===== src/rtl/core_pkg.sv =====
// Shared core types and constants: fetch FSM states, reset/NOP words, opcodes.
package core_pkg;

  typedef enum logic [1:0] {
    IDLE,
    REQ,
    HOLD,
    KILL
  } fetch_state_t;

  localparam logic [31:0] RESET_PC  = 32'h0000_0000;
  localparam logic [31:0] NOP_INSTR = 32'h0000_0000;  // sll $0,$0,0
  localparam logic [5:0]  OP_BEQ    = 6'b000100;

  function automatic logic [31:0] word_align(input logic [31:0] a);
    return a & 32'hFFFF_FFFC;
  endfunction

endpackage


===== src/rtl/if_id_reg.sv =====
// IF/ID pipeline register: instr, pcPlus4, valid.
// Latency: one cycle from load to outputs.
// Backpressure: stall holds contents; flush forces a NOP bubble and wins over stall.
module if_id_reg #(
  parameter logic [31:0] NOP_INSTR = core_pkg::NOP_INSTR
) (
  input  logic        clk,
  input  logic        reset,
  input  logic        stall,
  input  logic        flush,
  input  logic        load,
  input  logic [31:0] instrIn,
  input  logic [31:0] pcPlus4In,
  output logic [31:0] instr,
  output logic [31:0] pcPlus4,
  output logic        valid
);
  import core_pkg::*;

  always_ff @(posedge clk) begin
    if (reset || flush) begin
      instr   <= NOP_INSTR;
      pcPlus4 <= '0;
      valid   <= 1'b0;
    end else if (!stall) begin
      if (load) begin
        instr   <= instrIn;
        pcPlus4 <= pcPlus4In;
        valid   <= 1'b1;
      end else begin
        instr   <= NOP_INSTR;
        pcPlus4 <= '0;
        valid   <= 1'b0;
      end
    end
  end

endmodule


===== src/rtl/fetch_stage.sv =====
// Instruction fetch: PC, single-outstanding imem handshake, hold buffer, IF/ID register.
// Latency: a word accepted in cycle N appears in IF/ID after the edge ending cycle N.
// Backpressure: stallD parks an accepted word in the hold buffer and stops requests.
module fetch_stage #(
  parameter logic [31:0] RESET_PC  = core_pkg::RESET_PC,
  parameter logic [31:0] NOP_INSTR = core_pkg::NOP_INSTR
) (
  input  logic        clk,
  input  logic        reset,
  input  logic        stallD,
  input  logic        flush,
  input  logic [31:0] pcBranchD,
  output logic        imemReq,
  output logic [31:0] imemAddr,
  input  logic        imemValid,
  input  logic [31:0] imemRdata,
  output logic [31:0] instrD,
  output logic [31:0] pcPlus4D,
  output logic        validD
);
  import core_pkg::*;

  fetch_state_t state, stateNext;
  logic [31:0]  reqAddr, reqAddrNext;
  logic [31:0]  pc, pcNext;              // redirect target waiting out a killed request
  logic [31:0]  holdInstr, holdInstrNext;
  logic [31:0]  target, reqAddrPlus4;
  logic [31:0]  ifidInstr, ifidPc4;
  logic         accept, ifidLoad;

  assign target       = word_align(pcBranchD);
  assign reqAddrPlus4 = reqAddr + 32'd4;
  assign imemReq      = (state == REQ) || (state == KILL);
  assign imemAddr     = reqAddr;
  assign accept       = imemReq && imemValid;

  always_comb begin
    stateNext     = state;
    reqAddrNext   = reqAddr;
    pcNext        = pc;
    holdInstrNext = holdInstr;
    ifidLoad      = 1'b0;
    ifidInstr     = imemRdata;
    ifidPc4       = reqAddrPlus4;

    unique case (state)
      IDLE: begin
        stateNext = REQ;
        if (flush) reqAddrNext = target;
      end
      REQ: begin
        if (flush) begin
          if (accept) begin
            reqAddrNext = target;
          end else begin
            pcNext    = target;
            stateNext = KILL;
          end
        end else if (accept) begin
          if (stallD) begin
            holdInstrNext = imemRdata;
            stateNext     = HOLD;
          end else begin
            ifidLoad    = 1'b1;
            reqAddrNext = reqAddrPlus4;
          end
        end
      end
      HOLD: begin
        if (flush) begin
          reqAddrNext = target;
          stateNext   = REQ;
        end else if (!stallD) begin
          ifidLoad    = 1'b1;
          ifidInstr   = holdInstr;
          reqAddrNext = reqAddrPlus4;
          stateNext   = REQ;
        end
      end
      KILL: begin
        // The old address stays on the bus until memory answers; that word is dropped.
        if (flush) pcNext = target;
        if (accept) begin
          reqAddrNext = flush ? target : pc;
          stateNext   = REQ;
        end
      end
      default: stateNext = IDLE;
    endcase

    if (flush) holdInstrNext = NOP_INSTR;
  end

  always_ff @(posedge clk) begin
    if (reset) begin
      state     <= IDLE;
      reqAddr   <= RESET_PC;
      pc        <= RESET_PC;
      holdInstr <= NOP_INSTR;
    end else begin
      state     <= stateNext;
      reqAddr   <= reqAddrNext;
      pc        <= pcNext;
      holdInstr <= holdInstrNext;
    end
  end

  if_id_reg #(
    .NOP_INSTR (NOP_INSTR)
  ) u_if_id (
    .clk       (clk),
    .reset     (reset),
    .stall     (stallD),
    .flush     (flush),
    .load      (ifidLoad),
    .instrIn   (ifidInstr),
    .pcPlus4In (ifidPc4),
    .instr     (instrD),
    .pcPlus4   (pcPlus4D),
    .valid     (validD)
  );

endmodule


===== config.mk =====
export PLATFORM = sky130hd
export DESIGN_NAME = fetch_stage
export DESIGN_NICKNAME = d
export VERILOG_FILES = /design/src/rtl/core_pkg.sv /design/src/rtl/if_id_reg.sv /design/src/rtl/fetch_stage.sv
export SDC_FILE = /design/constraint.sdc
export NUM_CORES = 1
export LEC_CHECK = 0
export BUFFER_PORTS_ARGS = -buffer_cell sky130_fd_sc_hd__buf_2
export CELL_PAD_IN_SITES_DETAIL_PLACEMENT = 0
export CELL_PAD_IN_SITES_GLOBAL_PLACEMENT = 1
export CORE_AREA = 10 10 134 161
export CTS_BUF_LIST = sky130_fd_sc_hd__clkbuf_8
export DETAILED_ROUTE_END_ITERATION = 8
export DIE_AREA = 0 0 144 171
export PLACE_DENSITY = 0.95
export SYNTH_ARGS = -nofsm -noshare
export SYNTH_HDL_FRONTEND = slang
export SYNTH_SLANG_ARGS = --single-unit

===== constraint.sdc =====
create_clock -name clk -period 3.9 [get_ports clk]
set_clock_uncertainty 0.1 [all_clocks]
set_input_delay 0.39 -clock clk [delete_from_list [all_inputs] [get_ports clk]]
set_output_delay 0.39 -clock clk [all_outputs]
set_load 0.01 [all_outputs]

==> key figures, run 1 <==
Run status
  • Outcome: finished, final reports clean

Synth
  • Register area share after synthesis: 0.410
  • Synth Area in Compound Gates: 0.231
  • Largest family of logic cells by synthesized area: simple AND/OR/NAND/NOR gates
  • Post-synthesis simple-gate area fraction: 0.243
  • Adder-Cell Fraction of Synth Area: 0.00943
  • Seq cells post-synth: 163
  • Synthesized net count: 1,111
  • Yosys synthesis warning count: 0
  • Synthesized area: 0.00796 mm^2
  • Synth cell types: 63
  • Most area-hungry cell type in the Yosys netlist: dfxtp_1
  • Gate Count Post-Synth: 1,036
  • Multiplexer area fraction after synthesis: 0.0250
  • Top post-synthesis cells by area: dfxtp_1, nand2_1, a21oi_1, nor2_1, clkbuf_1
  • Syn Area/Cell: 7.68 um^2
  • Post-synth EDFFs: 0
  • Synth async-reset ratio: 0
  • Top cell type's share of synthesized area: 0.410
  • Top_reg_cell synth: dfxtp_1
  • Synth Area in XOR/XNOR: 0.0308

Critical path
  • Crit path max fanout: 18
  • CP Capture Type: flop
  • End of the worst register-to-register path: imemAddr[29]$_SDFFE_PP0P_
  • CP max stage cell: ha_1
  • Required time of the worst setup path: 4.20 ns
  • Critical path launch point: state[0]$_SDFFE_PP0P_
  • Reg2reg setup slack: 0.84 ns
  • Worst setup endpoint: imemAddr[29]$_SDFFE_PP0P_
  • Launching point of the worst reg2reg path: state[0]$_SDFFE_PP0P_
  • Startpoint types: flop
  • CP Data Arrival Time: 3.36 ns
  • Worst path max stage delay: 0.61 ns
  • R2R depth: 7
  • Crit path kind: flop to flop
  • Cell Chain, Critical Path: inv_1, ha_1, nand2b_1, nor2_2, o21ai_0, or4_1, o211ai_1

Placement
  • I/O Buffers: 164
  • Placer Congestion: 0.910
  • HPWL Detailed: 17,600 um
  • Pre-CTS setup slack: 0.949 ns

STA
  • Final Max Slew Viols: 0
  • Final hold violation count: 0
  • Minimum clock period: 3.06 ns
  • F_max: 327 MHz
  • Tcrit/Tclk final: 0.784
  • Setup ws final: 0.841 ns
  • Slew margin rel.: 0.380
  • Slew @ Worst Pin: 0.927 ns
  • Setup_tns: 0 ns
  • Setup violations, final: 0
  • RSZ-0062 raised after global routing: no

Drt
  • Drt drc: 0
  • Via Count: 7,832
  • Final WL: 24,700 um
  • Final ANT Viol Nets: 0
  • Drt first pass iters: 5
  • DRT iter0 DRCs: 604
  • Vias per Instance: 5.61
  • Avg WL per Cell: 17.7 um

Clock network
  • Max Root-Sink Buffers: 2
  • Maximum level of the CTS H-tree: 4
  • Clock Latency Late Sink: 0.48 ns
  • CTS tree: yes
  • Post-CTS setup buffer count: 0
  • Post-CTS Hold Buffers: 0
  • CTS buffer count: 17
  • Post-cts sizing count: 0
  • CTS Root Cell: clkbuf_8
  • Clock sink count: 163
  • Clk slew on worst S/H paths: 0.10 ns

Die
  • # rows: 55
  • Die ar.: 0.0246 mm^2
  • Initial Util: 0.430
  • Core ar.: 0.0185 mm^2
  • Top-Level Pins: 167
  • Die height: 171 um
  • Die W: 144 um

GRT
  • Initial antenna violation count: 0
  • Total congestion overflow: 0
  • GRT Overall Usage: 0.194
  • Vias in the first global route: 7,071
  • Global-route wire length before repair: 38,400 um
  • Largest net degree at the start of global routing: 53

Power
  • Worst vdd ir: 0.229 mV
  • Leak Pwr: 3.67 nW
  • Pwr Density: 400 mW/mm^2

Finish
  • Fillcell total: 1,830
  • Fraction of layout cells with a size suffix above 1: 0.210
  • Area Overhead vs Synth: 16.7%
  • Ant. Diodes: 0
  • Final Core Density: 0.501
  • Nets: 1,231

Worst hold path
  • Worst min path class: primary input to flop
  • Hold Path Depth: 3

Job
  • Number of max-cap violations: 0
## kinds of logic after synthesis
family          count (synthesis)
flops                         163
compound gates                295
buf+inv                        97
mux                            18
fa+ha+maj                       6
simple gates                  429
xor+xnor                       28
## cell usage in the layout (no fill, tap or decap), types with 6 or more instances in the layout
cell type and n:
o21ai_0 21, xor2_1 12, o21ai_1 26, nor4_1 7, a22oi_1 13, xnor2_1 16
inv_1 11, clkbuf_8 17, ha_1 6, mux2_2 12, nand4_1 17, nand2b_1 11
or3_1 7, buf_2 164, a221o_1 10, nand2_1 250, buf_4 21, a22o_1 20
nor3_1 7, nor2_1 70, a21oi_1 144, dfxtp_1 163, a32o_1 6, nand3_1 20
a221oi_1 11, inv_6 6, and3_1 8, o211ai_1 13
## power by group
| group | internal, mW | total, mW | switching [mW] |
|---|---|---|---|
| Clock | 0.586 | 1.27 | 0.688 |
| Combinational | 0.235 | 0.616 | 0.381 |
| Sequential | 1.73 | 1.82 | 0.0950 |
## cells in the mapped netlist, types with 4 or more instances
cell type,count
a21oi_1,144
nand2b_1,11
nor3_1,7
o21ai_0,21
o211ai_1,13
clkbuf_1,54
ha_1,6
nor4_1,7
buf_2,27
o31ai_1,4
xor2_1,12
inv_1,11
dfxtp_1,163
a22o_1,20
o21ai_1,26
or2_2,4
nor2_1,70
a22oi_1,13
a32o_1,6
and4_1,4
nand2_1,250
and3_1,8
a221o_1,10
nand4_1,17
nand3_1,20
o22ai_1,4
xnor2_1,16
a221oi_1,11
mux2_2,12
or3_1,7
## stage by stage
stage / area (um^2) / std cells / power [mW] / hold slack [ns]
floorplan: 7960 / 1036 / 2.24 / 0.332
global placement: 8880 / 1365 / 2.46 / 0.331
detailed placement: 8880 / 1365 / 2.47 / 0.334
CTS: 9280 / 1397 / 3.73 / 0.0327
global route: 9280 / 1397 / 3.88 / 0.0277
finish: 9280 / 1397 / 3.71 / 0.0496
## cell type report
class                           instances  area, um^2  share of cell area
Multi-Input combinational cell        776        4290               0.462
Timing Repair Buffer                  186         998               0.108
Inverter                               12        45.0             0.00485
Tap cell                              228         285              0.0307
Sequential cell                       163        3260               0.352
Clock buffer                           17         234              0.0252
Clock inverter                         15         169              0.0182
## routing by layer
| metal | wire, um | up-vias | GRT usage |
|---|---|---|---|
| li1 | - | 3865 | - |
| met1 | 10600 | 3640 | 0.248 |
| met2 | 11300 | 279 | 0.302 |
| met3 | 1950 | 48 | 0.0480 |
| met4 | 719 | 0 | 0.0854 |
| met5 | 0 | - | 0 |
## state kept, by name (all words and copies together) (netlist names)
name             flops
u_if_id.valid        1
pc                  32
imemAddr            32
u_if_id.pcPlus4     32
u_if_id.instr       32
state                2
holdInstr           32
## worst max-delay path, delay by kind of cell, from the launching register on
family	cells	cell delay [ns]
AOI/OAI and AO/OA	2	0.35
adders and majority gates	1	0.61
buffers and inverters	1	0.12
DFF	1	0.41
and+or+nand+nor	3	1.40
## worst min-delay path by stage
stage	end	slack (ns)	start
finish	holdInstr[18]$_SDFFE_PP0P_	0.05	imemRdata[18]
global route	holdInstr[23]$_SDFFE_PP0P_	0.03	imemRdata[23]
CTS	holdInstr[18]$_SDFFE_PP0P_	0.03	imemRdata[18]
detailed placement	u_if_id.pcPlus4[23]$_SDFFE_PP0N_	0.33	u_if_id.pcPlus4[23]$_SDFFE_PP0N_
global placement	u_if_id.pcPlus4[18]$_SDFFE_PP0N_	0.33	u_if_id.pcPlus4[18]$_SDFFE_PP0N_
floorplan	pc[12]$_SDFFE_PP0P_	0.33	pc[12]$_SDFFE_PP0P_
Note: power is estimated with default switching activity, not from simulation.
==> run 2, diff against run 1 <==
--- a/config.mk
+++ b/config.mk
@@ -8,11 +8,11 @@
 export BUFFER_PORTS_ARGS = -buffer_cell sky130_fd_sc_hd__buf_2
 export CELL_PAD_IN_SITES_DETAIL_PLACEMENT = 0
 export CELL_PAD_IN_SITES_GLOBAL_PLACEMENT = 1
-export CORE_AREA = 10 10 134 161
+export CORE_AREA = 10 10 139 166
 export CTS_BUF_LIST = sky130_fd_sc_hd__clkbuf_8
 export DETAILED_ROUTE_END_ITERATION = 8
-export DIE_AREA = 0 0 144 171
-export PLACE_DENSITY = 0.95
+export DIE_AREA = 0 0 149 176
+export PLACE_DENSITY = 0.92
 export SYNTH_ARGS = -nofsm -noshare
 export SYNTH_HDL_FRONTEND = slang
 export SYNTH_SLANG_ARGS = --single-unit
==> constraint.sdc (replaced) <==
create_clock -name clk -period 3.1 [get_ports clk]
set_clock_uncertainty 0.1 [all_clocks]
set_input_delay 0.31 -clock clk [delete_from_list [all_inputs] [get_ports clk]]
set_output_delay 0.31 -clock clk [all_outputs]
set_load 0.01 [all_outputs]
==> key figures, run 2 (same netlist as run 1, synthesis figures left out) <==
GRT
  • Total congestion overflow: 0 (unchanged)
  • GRT Overall Usage: 0.187 (was 0.194)
  • Global-route wire length before repair: 40,100 um (was 38,400 um)
  • Initial antenna violation count: 0 (unchanged)
  • Largest net degree at the start of global routing: 75 (was 53)
  • Vias in the first global route: 7,384 (was 7,071)

Power
  • Flop pwr share: 0.489 (was 0.491)
  • Gate power share: 0.181 (was 0.166)
  • Switch share: 0.299 (was 0.313)
  • Internal: 3.29 mW (was 2.55 mW)
  • Total power: 4.69 mW (was 3.71 mW)
  • Switching pwr: 1.40 mW (was 1.16 mW)
  • Worst vdd ir: 0.275 mV (was 0.229 mV)
  • Pwr Density: 471 mW/mm^2 (was 400 mW/mm^2)
  • Part of the power in the clock network: 0.330 (was 0.343)
  • Leak Pwr: 3.93 nW (was 3.67 nW)

Critical path
  • Startpoint types: flop (unchanged)
  • Crit path kind: flop to flop (unchanged)
  • End of the worst register-to-register path: imemAddr[5]$_SDFFE_PP0P_ (was imemAddr[29]$_SDFFE_PP0P_)
  • Reg2reg setup slack: 0.40 ns (was 0.84 ns)
  • CP Data Arrival Time: 2.92 ns (was 3.36 ns)
  • CP Capture Type: flop (unchanged)
  • Launching point of the worst reg2reg path: state[0]$_SDFFE_PP0P_ (unchanged)
  • R2R depth: 7 (unchanged)
  • Crit path max fanout: 19 (was 18)
  • Worst setup endpoint: imemAddr[5]$_SDFFE_PP0P_ (was imemAddr[29]$_SDFFE_PP0P_)
  • Critical path launch point: state[0]$_SDFFE_PP0P_ (unchanged)
  • Required time of the worst setup path: 3.31 ns (was 4.20 ns)

Clock network
  • CTS tree: yes (unchanged)
  • Post-cts sizing count: 0 (unchanged)
  • Clk slew on worst S/H paths: 0.09 ns (was 0.10 ns)
  • CTS buffer count: 17 (unchanged)
  • Max Root-Sink Buffers: 2 (unchanged)
  • Clock sink count: 163 (unchanged)
  • Clock Latency Late Sink: 0.46 ns (was 0.48 ns)
  • CTS Root Cell: clkbuf_8 (unchanged)
  • Maximum level of the CTS H-tree: 4 (unchanged)

Placement
  • Pre-CTS setup slack: 0.425 ns (was 0.949 ns)
  • Placer Congestion: 0.891 (was 0.910)
  • I/O Buffers: 164 (unchanged)
  • HPWL Detailed: 17,900 um (was 17,600 um)

Die
  • Core ar.: 0.0200 mm^2 (was 0.0185 mm^2)
  • Initial Util: 0.398 (was 0.430)
  • # rows: 57 (was 55)
  • Die ar.: 0.0262 mm^2 (was 0.0246 mm^2)
  • Die W: 149 um (was 144 um)
  • Die height: 176 um (was 171 um)
  • Top-Level Pins: 167 (unchanged)

STA
  • Setup violations, final: 0 (unchanged)
  • RSZ-0062 raised after global routing: no (unchanged)
  • Hold WS: 0.0552 ns (was 0.0496 ns)
  • Final Max Slew Viols: 0 (unchanged)
  • Tcrit/Tclk final: 0.872 (was 0.784)
  • Slew @ Worst Pin: 0.791 ns (was 0.927 ns)
  • Minimum clock period: 2.70 ns (was 3.06 ns)
  • Setup_tns: 0 ns (unchanged)
  • Slew margin rel.: 0.472 (was 0.380)
  • Final hold violation count: 0 (unchanged)
  • F_max: 370 MHz (was 327 MHz)
  • Setup ws final: 0.396 ns (was 0.841 ns)

Job
  • Number of max-cap violations: 0 (unchanged)

Drt
  • DRT iter0 DRCs: 546 (was 604)
  • Final ANT Viol Nets: 0 (unchanged)
  • Met3 wire length: 1820 um (was 1950 um)
  • Via Count: 8,003 (was 7,832)
  • Final WL: 25,200 um (was 24,700 um)
  • Drt drc: 0 (unchanged)
  • M1 wire length: 11,100 um (was 10,600 um)
  • Vias per Instance: 5.33 (was 5.61)
  • Top Metal Used: met4 (unchanged)
  • Avg WL per Cell: 16.8 um (was 17.7 um)
  • Drt first pass iters: 7 (was 5)
  • DR WL met2: 11,400 um (was 11,300 um)

Finish
  • Final Core Density: 0.499 (was 0.501)
  • Most frequent cells in the layout: nand2_1, buf_2, dfxtp_1 (unchanged)
  • Fraction of layout cells with a size suffix above 1: 0.201 (was 0.210)
  • Area Overhead vs Synth: 25.3% (was 16.7%)
  • Fillcell total: 2,004 (was 1,830)
  • Nets: 1,298 (was 1,231)
  • Ant. Diodes: 0 (unchanged)
  • Commonest non-fill, non-tap cell in the layout: nand2_1 (unchanged)

Run status
  • Outcome: finished, final reports clean (unchanged)

Worst hold path
  • Worst min path class: primary input to flop (unchanged)
## run 2: metal layers
metal  vias up  global-route usage
met5         -                   0
met4         0              0.0799
met3        54              0.0412
met2       292               0.288
met1      3649               0.245
li1       4008                   -
## run 2: timing repair
action | 4_1_cts | 5_1_grt
endpoints found under the hold margin | 61 | 0
hold buffers | 61 | 0
setup buffers | 0 | 0
## run 2: metrics by stage
| stage | area, um^2 | instances |
|---|---|---|
| floorplan | 7960 | 1036 |
| global placement | 8960 | 1408 |
| detailed placement | 8960 | 1408 |
| CTS | 9970 | 1501 |
| global route | 9970 | 1501 |
| finish | 9970 | 1501 |
## run 2: worst min-delay path by stage
stage	from	endpoint	slack (ns)	depth (start not counted)
2_1_floorplan	pc[12]$_SDFFE_PP0P_	pc[12]$_SDFFE_PP0P_	0.33	2
3_3_place_gp	u_if_id.pcPlus4[22]$_SDFFE_PP0N_	u_if_id.pcPlus4[22]$_SDFFE_PP0N_	0.33	2
3_5_place_dp	u_if_id.pcPlus4[19]$_SDFFE_PP0N_	u_if_id.pcPlus4[19]$_SDFFE_PP0N_	0.33	2
4_1_cts	pcBranchD[31]	pc[31]$_SDFFE_PP0P_	0.02	3
5_1_grt	pcBranchD[31]	pc[31]$_SDFFE_PP0P_	0.04	3
6_report	pcBranchD[31]	pc[31]$_SDFFE_PP0P_	0.06	3
## run 2: power by group through the flow
stage | Combinational (mW) | Clock, mW | Sequential (mW)
6_report | 0.849 | 1.55 | 2.30
5_1_grt | 0.933 | 1.66 | 2.31
4_1_cts | 0.846 | 1.59 | 2.29
3_5_place_dp | 0.783 | 0 | 2.34
3_3_place_gp | 0.776 | 0 | 2.34
2_1_floorplan | 0.501 | 0 | 2.32
## run 2: cell type report
class                           count  area, um^2  share of cell area
Timing Repair Buffer              253        1640               0.165
Sequential cell                   163        3260               0.327
Clock buffer                       19         262              0.0262
Multi-Input combinational cell    776        4290               0.430
Clock inverter                     13         136              0.0137
Tap cell                          265         332              0.0333
Inverter                           12        45.0             0.00452
## run 2: worst max-delay path: stages (launching register included)
cell and delay [ns]:
dfxtp_1 0.41, inv_1 0.12, ha_1 0.53, nand3b_1 0.23, and3_1 0.69, nand2_1 0.17
a221oi_1 0.25, nor4_1 0.07
